<file path="config.mk">
export PLATFORM = sky130hd
export DESIGN_NAME = fp_addsub_seq
export DESIGN_NICKNAME = d
export VERILOG_FILES = /design/src/rtl/fp_addsub_seq.sv
export SDC_FILE = /design/constraint.sdc
export NUM_CORES = 1
export LEC_CHECK = 0
export ABC_AREA = 1
export BUFFER_PORTS_ARGS = -buffer_cell sky130_fd_sc_hd__buf_4
export CAP_MARGIN = 20
export CORE_MARGIN = 2
export CORE_UTILIZATION = 50
export DETAILED_ROUTE_END_ITERATION = 10
export PLACE_DENSITY = 0.71
export SKIP_LAST_GASP = 1
export SLEW_MARGIN = 0
export SYNTH_ARGS = -nofsm -noshare
export SYNTH_HDL_FRONTEND = slang
export SYNTH_SLANG_ARGS = --single-unit
</file>
<file path="constraint.sdc">
create_clock -name clk -period 5 [get_ports clk]
set_input_delay 0.25 -clock clk [delete_from_list [all_inputs] [get_ports clk]]
set_output_delay 0.25 -clock clk [all_outputs]
set_load 0.01 [all_outputs]
</file>
<file path="src/rtl/fp_addsub_seq.sv">
// Multi-cycle IEEE-754 adder/subtractor (binary32 or binary64) with valid/ready handshake,
// round-to-nearest-even and {invalid, overflow, underflow, inexact} flags.
//
// state    | meaning
// IDLE     | waiting for operands, in_ready=1
// UNPACK   | decode fields, resolve NaN/inf/zero cases
// ALIGN    | order by magnitude, right-shift smaller mantissa with G/R/S
// ADD      | add or subtract, handle carry-out renormalisation
// NORM     | left-normalise one bit per cycle
// ROUND    | RNE rounding, overflow detection
// OUT      | result held until out_ready
module fp_addsub_seq #(
    parameter int X         = 32,
    parameter int expo_bits = 8
) (
    input  logic         clk,
    input  logic         rst_n,
    input  logic         in_valid,
    output logic         in_ready,
    input  logic [X-1:0] A,
    input  logic [X-1:0] B,
    input  logic         op,
    output logic         out_valid,
    input  logic         out_ready,
    output logic [X-1:0] out,
    output logic [3:0]   flags
);
    localparam int E = expo_bits;
    localparam int M = X - E - 1;
    localparam int W = M + 4;

    localparam logic [2:0] S_IDLE   = 3'd0;
    localparam logic [2:0] S_UNPACK = 3'd1;
    localparam logic [2:0] S_ALIGN  = 3'd2;
    localparam logic [2:0] S_ADD    = 3'd3;
    localparam logic [2:0] S_NORM   = 3'd4;
    localparam logic [2:0] S_ROUND  = 3'd5;
    localparam logic [2:0] S_OUT    = 3'd6;

    localparam logic [X-1:0] QNAN    = {1'b0, {E{1'b1}}, 1'b1, {(M-1){1'b0}}};
    localparam logic [E:0]   EXP_ONE = (E+1)'(1);
    localparam logic [E:0]   EXP_MAX = {1'b0, {E{1'b1}}};
    localparam logic [E-1:0] D_MAX   = E'(M + 3);

    logic [2:0]   state;
    logic [X-1:0] a_q, b_q;
    logic         sign_l, eff_sub;
    logic [E:0]   exp_n;
    logic [W-1:0] mant_l, mant_s, norm;
    logic [X-1:0] out_q;
    logic [3:0]   flags_q;

    logic         sa, sb;
    logic [E-1:0] ea, eb;
    logic [M-1:0] fa, fb;
    logic         a_nan, b_nan, a_snan, b_snan, a_inf, b_inf, a_zero, b_zero;

    assign sa = a_q[X-1];
    assign sb = b_q[X-1];
    assign ea = a_q[X-2:M];
    assign eb = b_q[X-2:M];
    assign fa = a_q[M-1:0];
    assign fb = b_q[M-1:0];

    assign a_nan  = (&ea) && (|fa);
    assign b_nan  = (&eb) && (|fb);
    assign a_snan = a_nan && !fa[M-1];
    assign b_snan = b_nan && !fb[M-1];
    assign a_inf  = (&ea) && !(|fa);
    assign b_inf  = (&eb) && !(|fb);
    // exponent 0 covers both true zeros and flushed denormals
    assign a_zero = (ea == '0);
    assign b_zero = (eb == '0);

    logic         spec_hit;
    logic [X-1:0] spec_out;
    logic [3:0]   spec_flags;

    always_comb begin
        spec_hit   = 1'b1;
        spec_out   = '0;
        spec_flags = '0;
        if (a_nan || b_nan) begin
            spec_out   = QNAN;
            spec_flags = {a_snan | b_snan, 3'b000};
        end else if (a_inf && b_inf && (sa != sb)) begin
            spec_out   = QNAN;
            spec_flags = 4'b1000;
        end else if (a_inf) begin
            spec_out = a_q;
        end else if (b_inf) begin
            spec_out = b_q;
        end else if (a_zero && b_zero) begin
            spec_out = {sa & sb, {(X-1){1'b0}}};
        end else if (a_zero) begin
            spec_out = b_q;
        end else if (b_zero) begin
            spec_out = a_q;
        end else begin
            spec_hit = 1'b0;
        end
    end

    logic         a_ge, l_s;
    logic [E-1:0] l_e, s_e, d;
    logic [M-1:0] l_f, s_f;
    logic [W-1:0] ext_l, ext_s, sh, shifted;

    always_comb begin
        a_ge  = {ea, fa} >= {eb, fb};
        l_s   = a_ge ? sa : sb;
        l_e   = a_ge ? ea : eb;
        s_e   = a_ge ? eb : ea;
        l_f   = a_ge ? fa : fb;
        s_f   = a_ge ? fb : fa;
        d     = l_e - s_e;
        ext_l = {1'b1, l_f, 3'b000};
        ext_s = {1'b1, s_f, 3'b000};
        sh    = ext_s >> d;
        // ext_s always has its hidden bit, so a full shift-out leaves only sticky
        if (d >= D_MAX)
            shifted = {{(W-1){1'b0}}, 1'b1};
        else
            shifted = {sh[W-1:1], sh[0] | ((sh << d) != ext_s)};
    end

    logic [W:0] sum;
    assign sum = eff_sub ? ({1'b0, mant_l} - {1'b0, mant_s})
                         : ({1'b0, mant_l} + {1'b0, mant_s});

    logic         rnd_up;
    logic [M:0]   frac_sum;
    logic [E:0]   exp_r;

    always_comb begin
        rnd_up   = norm[2] && (norm[1] || norm[0] || norm[3]);
        frac_sum = {1'b0, norm[W-2:3]} + {{M{1'b0}}, rnd_up};
        exp_r    = exp_n + {{E{1'b0}}, frac_sum[M]};
    end

    always_ff @(posedge clk or negedge rst_n) begin
        if (!rst_n) begin
            state   <= S_IDLE;
            a_q     <= '0;
            b_q     <= '0;
            sign_l  <= 1'b0;
            eff_sub <= 1'b0;
            exp_n   <= '0;
            mant_l  <= '0;
            mant_s  <= '0;
            norm    <= '0;
            out_q   <= '0;
            flags_q <= '0;
        end else begin
            case (state)
                S_IDLE: begin
                    if (in_valid) begin
                        a_q   <= A;
                        b_q   <= {B[X-1] ^ op, B[X-2:0]};
                        state <= S_UNPACK;
                    end
                end
                S_UNPACK: begin
                    if (spec_hit) begin
                        out_q   <= spec_out;
                        flags_q <= spec_flags;
                        state   <= S_OUT;
                    end else begin
                        state <= S_ALIGN;
                    end
                end
                S_ALIGN: begin
                    sign_l  <= l_s;
                    eff_sub <= sa ^ sb;
                    exp_n   <= {1'b0, l_e};
                    mant_l  <= ext_l;
                    mant_s  <= shifted;
                    state   <= S_ADD;
                end
                S_ADD: begin
                    if (eff_sub && (sum == '0)) begin
                        out_q   <= '0;
                        flags_q <= '0;
                        state   <= S_OUT;
                    end else if (sum[W]) begin
                        norm  <= {sum[W:2], sum[1] | sum[0]};
                        exp_n <= exp_n + EXP_ONE;
                        state <= S_ROUND;
                    end else begin
                        norm  <= sum[W-1:0];
                        state <= sum[W-1] ? S_ROUND : S_NORM;
                    end
                end
                S_NORM: begin
                    if (norm[W-1]) begin
                        state <= S_ROUND;
                    end else if (exp_n <= EXP_ONE) begin
                        out_q   <= {sign_l, {(X-1){1'b0}}};
                        flags_q <= 4'b0011;
                        state   <= S_OUT;
                    end else begin
                        norm  <= {norm[W-2:0], 1'b0};
                        exp_n <= exp_n - EXP_ONE;
                        if (norm[W-2])
                            state <= S_ROUND;
                    end
                end
                S_ROUND: begin
                    if (exp_r >= EXP_MAX) begin
                        out_q   <= {sign_l, {E{1'b1}}, {M{1'b0}}};
                        flags_q <= 4'b0101;
                    end else begin
                        out_q   <= {sign_l, exp_r[E-1:0], frac_sum[M-1:0]};
                        flags_q <= {3'b000, norm[2] | norm[1] | norm[0]};
                    end
                    state <= S_OUT;
                end
                S_OUT: begin
                    if (out_ready)
                        state <= S_IDLE;
                end
                default: state <= S_IDLE;
            endcase
        end
    end

    assign in_ready  = (state == S_IDLE);
    assign out_valid = (state == S_OUT);
    assign out       = out_q;
    assign flags     = flags_q;

endmodule
</file>
==> metrics.yaml <==
outcome:
  status: "finished, violations left"
  violations: "setup timing"
route:
  drt-initial-drc-count: 2621
  drc: 0
  vias: 20450
  wl_per_cell_um: 21.43
  wirelength_mm: 72.56
  via_per_inst: 6.040
  postRouteAntennaNets: 0
  first_pass_iters: 6
setup_path:
  worstSetupEndpointType: "register"
  worstPathRequired_ps: 5400
  reg2reg_from: "norm[2]"
  reg2reg_depth: 37
  critPathArrivalTime_ps: 5430
  worstSetupPathType: "reg -> reg"
  cp_max_fo: 5
  r2r_slack_ps: -30
  cp-start-kind: "register"
  cpPeakStageDelay_ps: 360
  critPathSlowestCell: "dfrtp_1"
  r2r-end: "out[19]"
worst_hold_path:
  min_path_cells: 3
  hold_path_end: "b_q[23]"
  min_from: "B[23]"
  hold_path_class: "in -> reg"
sta:
  slew-limit-headroom_pct: 31.96
  period_needed_ps: 5028
  fin_skew_ps: 21.82
  finalCritPeriodShare_pct: 100.6
  drv_slew: 0
  worst_pin_slew_ps: 1019
  setup_tns_ps: -84.66
  hold_viol_final: 0
  clock.fmax_mhz: 198.9
  fin_ws_ps: -28.03
  finalSetupViolCount: 6
  hold_ws_ps: 5.078
  rsz0062_at_grt: "true"
place:
  port_buffers: 106
  dp.cells: 3290
  globalplace.congestion: 1.036
  hpwl_mm: 54.60
  place_ws_ps: -103.2
grt:
  grt_pass1_vias: 18494
  grt_pass1_wl_mm: 107.6
  grt_max_degree: 91
  antenna_found_initial: 1
  overflow: 0
  track_usage_pct: 39.61
cts:
  path_clk_slew_ps: 80
  cts-root-buf: "clkbuf_16"
  insertion_delay_ps: 480
  clockBufferDepth: 2
  cts_sinks: 192
  cts-buffers-inserted: 17
  cts_max_level: 4
  cts_tree: "built"
synth:
  ys_types: 62
  ys_warn_count: 0
  synth_top_cell_by_area: "dfrtp_1"
  avgSynthCellArea_um2: 6.450
  synth_edf_count: 0
  ys_ff_latch: 192
  seq_area_frac_synth_pct: 28.64
  yosys.area.top_type_share_pct: 28.64
  postSynthCellCount: 2601
  yosysMostFrequentCell: "nand2_1"
  yosys_most_used_dff: "dfrtp_1"
  syn-num-nets: 2759
  synthTopCellsByCount: "nand2_1 (747), nand3_1 (305), o21ai_0 (289)"
  synth_area_um2: 16780
  synth_area_leaders: "dfrtp_1 (29%), nand2_1 (17%), nand3_1 (9.1%), o21ai_0 (8.6%), ha_1 (6.6%)"
  ys_async_sr_fraction_pct: 100.0
floorplanning:
  die_w_um: 187.2
  dieArea_um2: 35030
  rows: 67
  core-area_um2: 33280
  die_h_um: 187.2
  initial_core_util_pct: 50.41
  io_pins: 107
layout:
  drive_gt1_share_pct: 24.95
  final_nets: 3085
  layout-area-overhead-vs-synth_pct: 32.27
  final_cells: 3386
  fill_cells: 2894
  diodes: 0
job:
  drv_cap: 0
layout make-up:
type,count,area [um^2],area share (%)
flip-flops and latches,192,4806,21.66
multi-input cells,2004,11630,52.39
clock buffers,20,436.7,1.968
repair inverters,1,16.27,0.07330
clock inverters,10,83.83,0.3778
well taps,448,560.5,2.526
repair buffers,439,3621,16.32
inverters,272,1040,4.686
worst max-delay path, delay by kind of cell (launching register included):
kind                       cells  cell delay, ps
AOI/OAI and AO/OA              1             260
xor gates and xnor gates       1             170
adders and majority gates      2             340
buffers and inverters          9             790
DFF                            1             360
and+or+nand+nor               24            3000
per-stage QoR:
step / utilization [%] / instance area, um^2
2_1_floorplan: - / 16780
3_3_place_gp: 59.40 / 19770
3_5_place_dp: 59.40 / 19770
4_1_cts: 61.59 / 20500
5_1_grt: 66.68 / 22190
6_report: 66.68 / 22190
state kept, by name (all words and copies together), names as in the netlist:
register / flops
eff_sub: 1
sign_l: 1
flags: 4
b_q: 32
exp_n: 9
mant_s: 27
state: 3
out: 32
norm: 27
a_q: 32
mant_l: 24
routing by layer:
| metal | GRT usage (%) | up-vias | share of wire [%] |
|---|---|---|---|
| met3 | 7.242 | 227 | 9.9 |
| met1 | 55.13 | 9648 | 41 |
| met5 | 0 | - | 0.018 |
| met2 | 60.84 | 1229 | 44 |
| li1 | - | 9344 | - |
| met4 | 15.96 | 2 | 4.9 |
worst max-delay path by stage:
stage	start	to	cells past startpoint
2_1_floorplan	norm[2]	out[18]	36
3_3_place_gp	b_q[30]	mant_s[0]	38
3_5_place_dp	b_q[30]	mant_s[0]	38
4_1_cts	b_q[30]	mant_s[0]	38
5_1_grt	norm[2]	out[17]	36
6_report	norm[2]	out[19]	37
layout by cell type (no fill, tap or decap), types with 20 or more instances in the layout:
cell / n
xor2_1: 30
ha_4: 21
nand2_1: 696
dfrtp_1: 191
ha_1: 67
clkbuf_16: 20
a21oi_1: 107
inv_2: 35
inv_1: 228
nor2_1: 129
o21ai_0: 275
nand2_2: 57
nand4_1: 53
dlygate4sd3_1: 20
nand3_2: 60
nand3_1: 248
buf_4: 391
cell families (layout without fill, tap and decap cells):
kind of cell,count (synthesis),in the layout,share of synthesized area (%)
fa+ha+maj,89,89,6.683
xor+xnor,40,40,2.178
simple gates,1329,1329,34.52
compound gates,542,542,18.18
mux,4,4,0.2387
flops,192,192,28.64
buf+inv,405,742,9.569
what timing repair did:
item | in CTS | in global routing
endpoints found under the setup margin | 7 | 73
hold endpoints to repair | 107 | 0
hold buffers | 20 | 0
pin swaps | 0 | 121
cloned | 0 | 5
gates resized for setup | 3 | 301
buffers inserted | 0 | 43
Power is left out: the tool's default activity adds up to more than one toggle a clock period on the data nets, which glitch-free logic cannot reach.
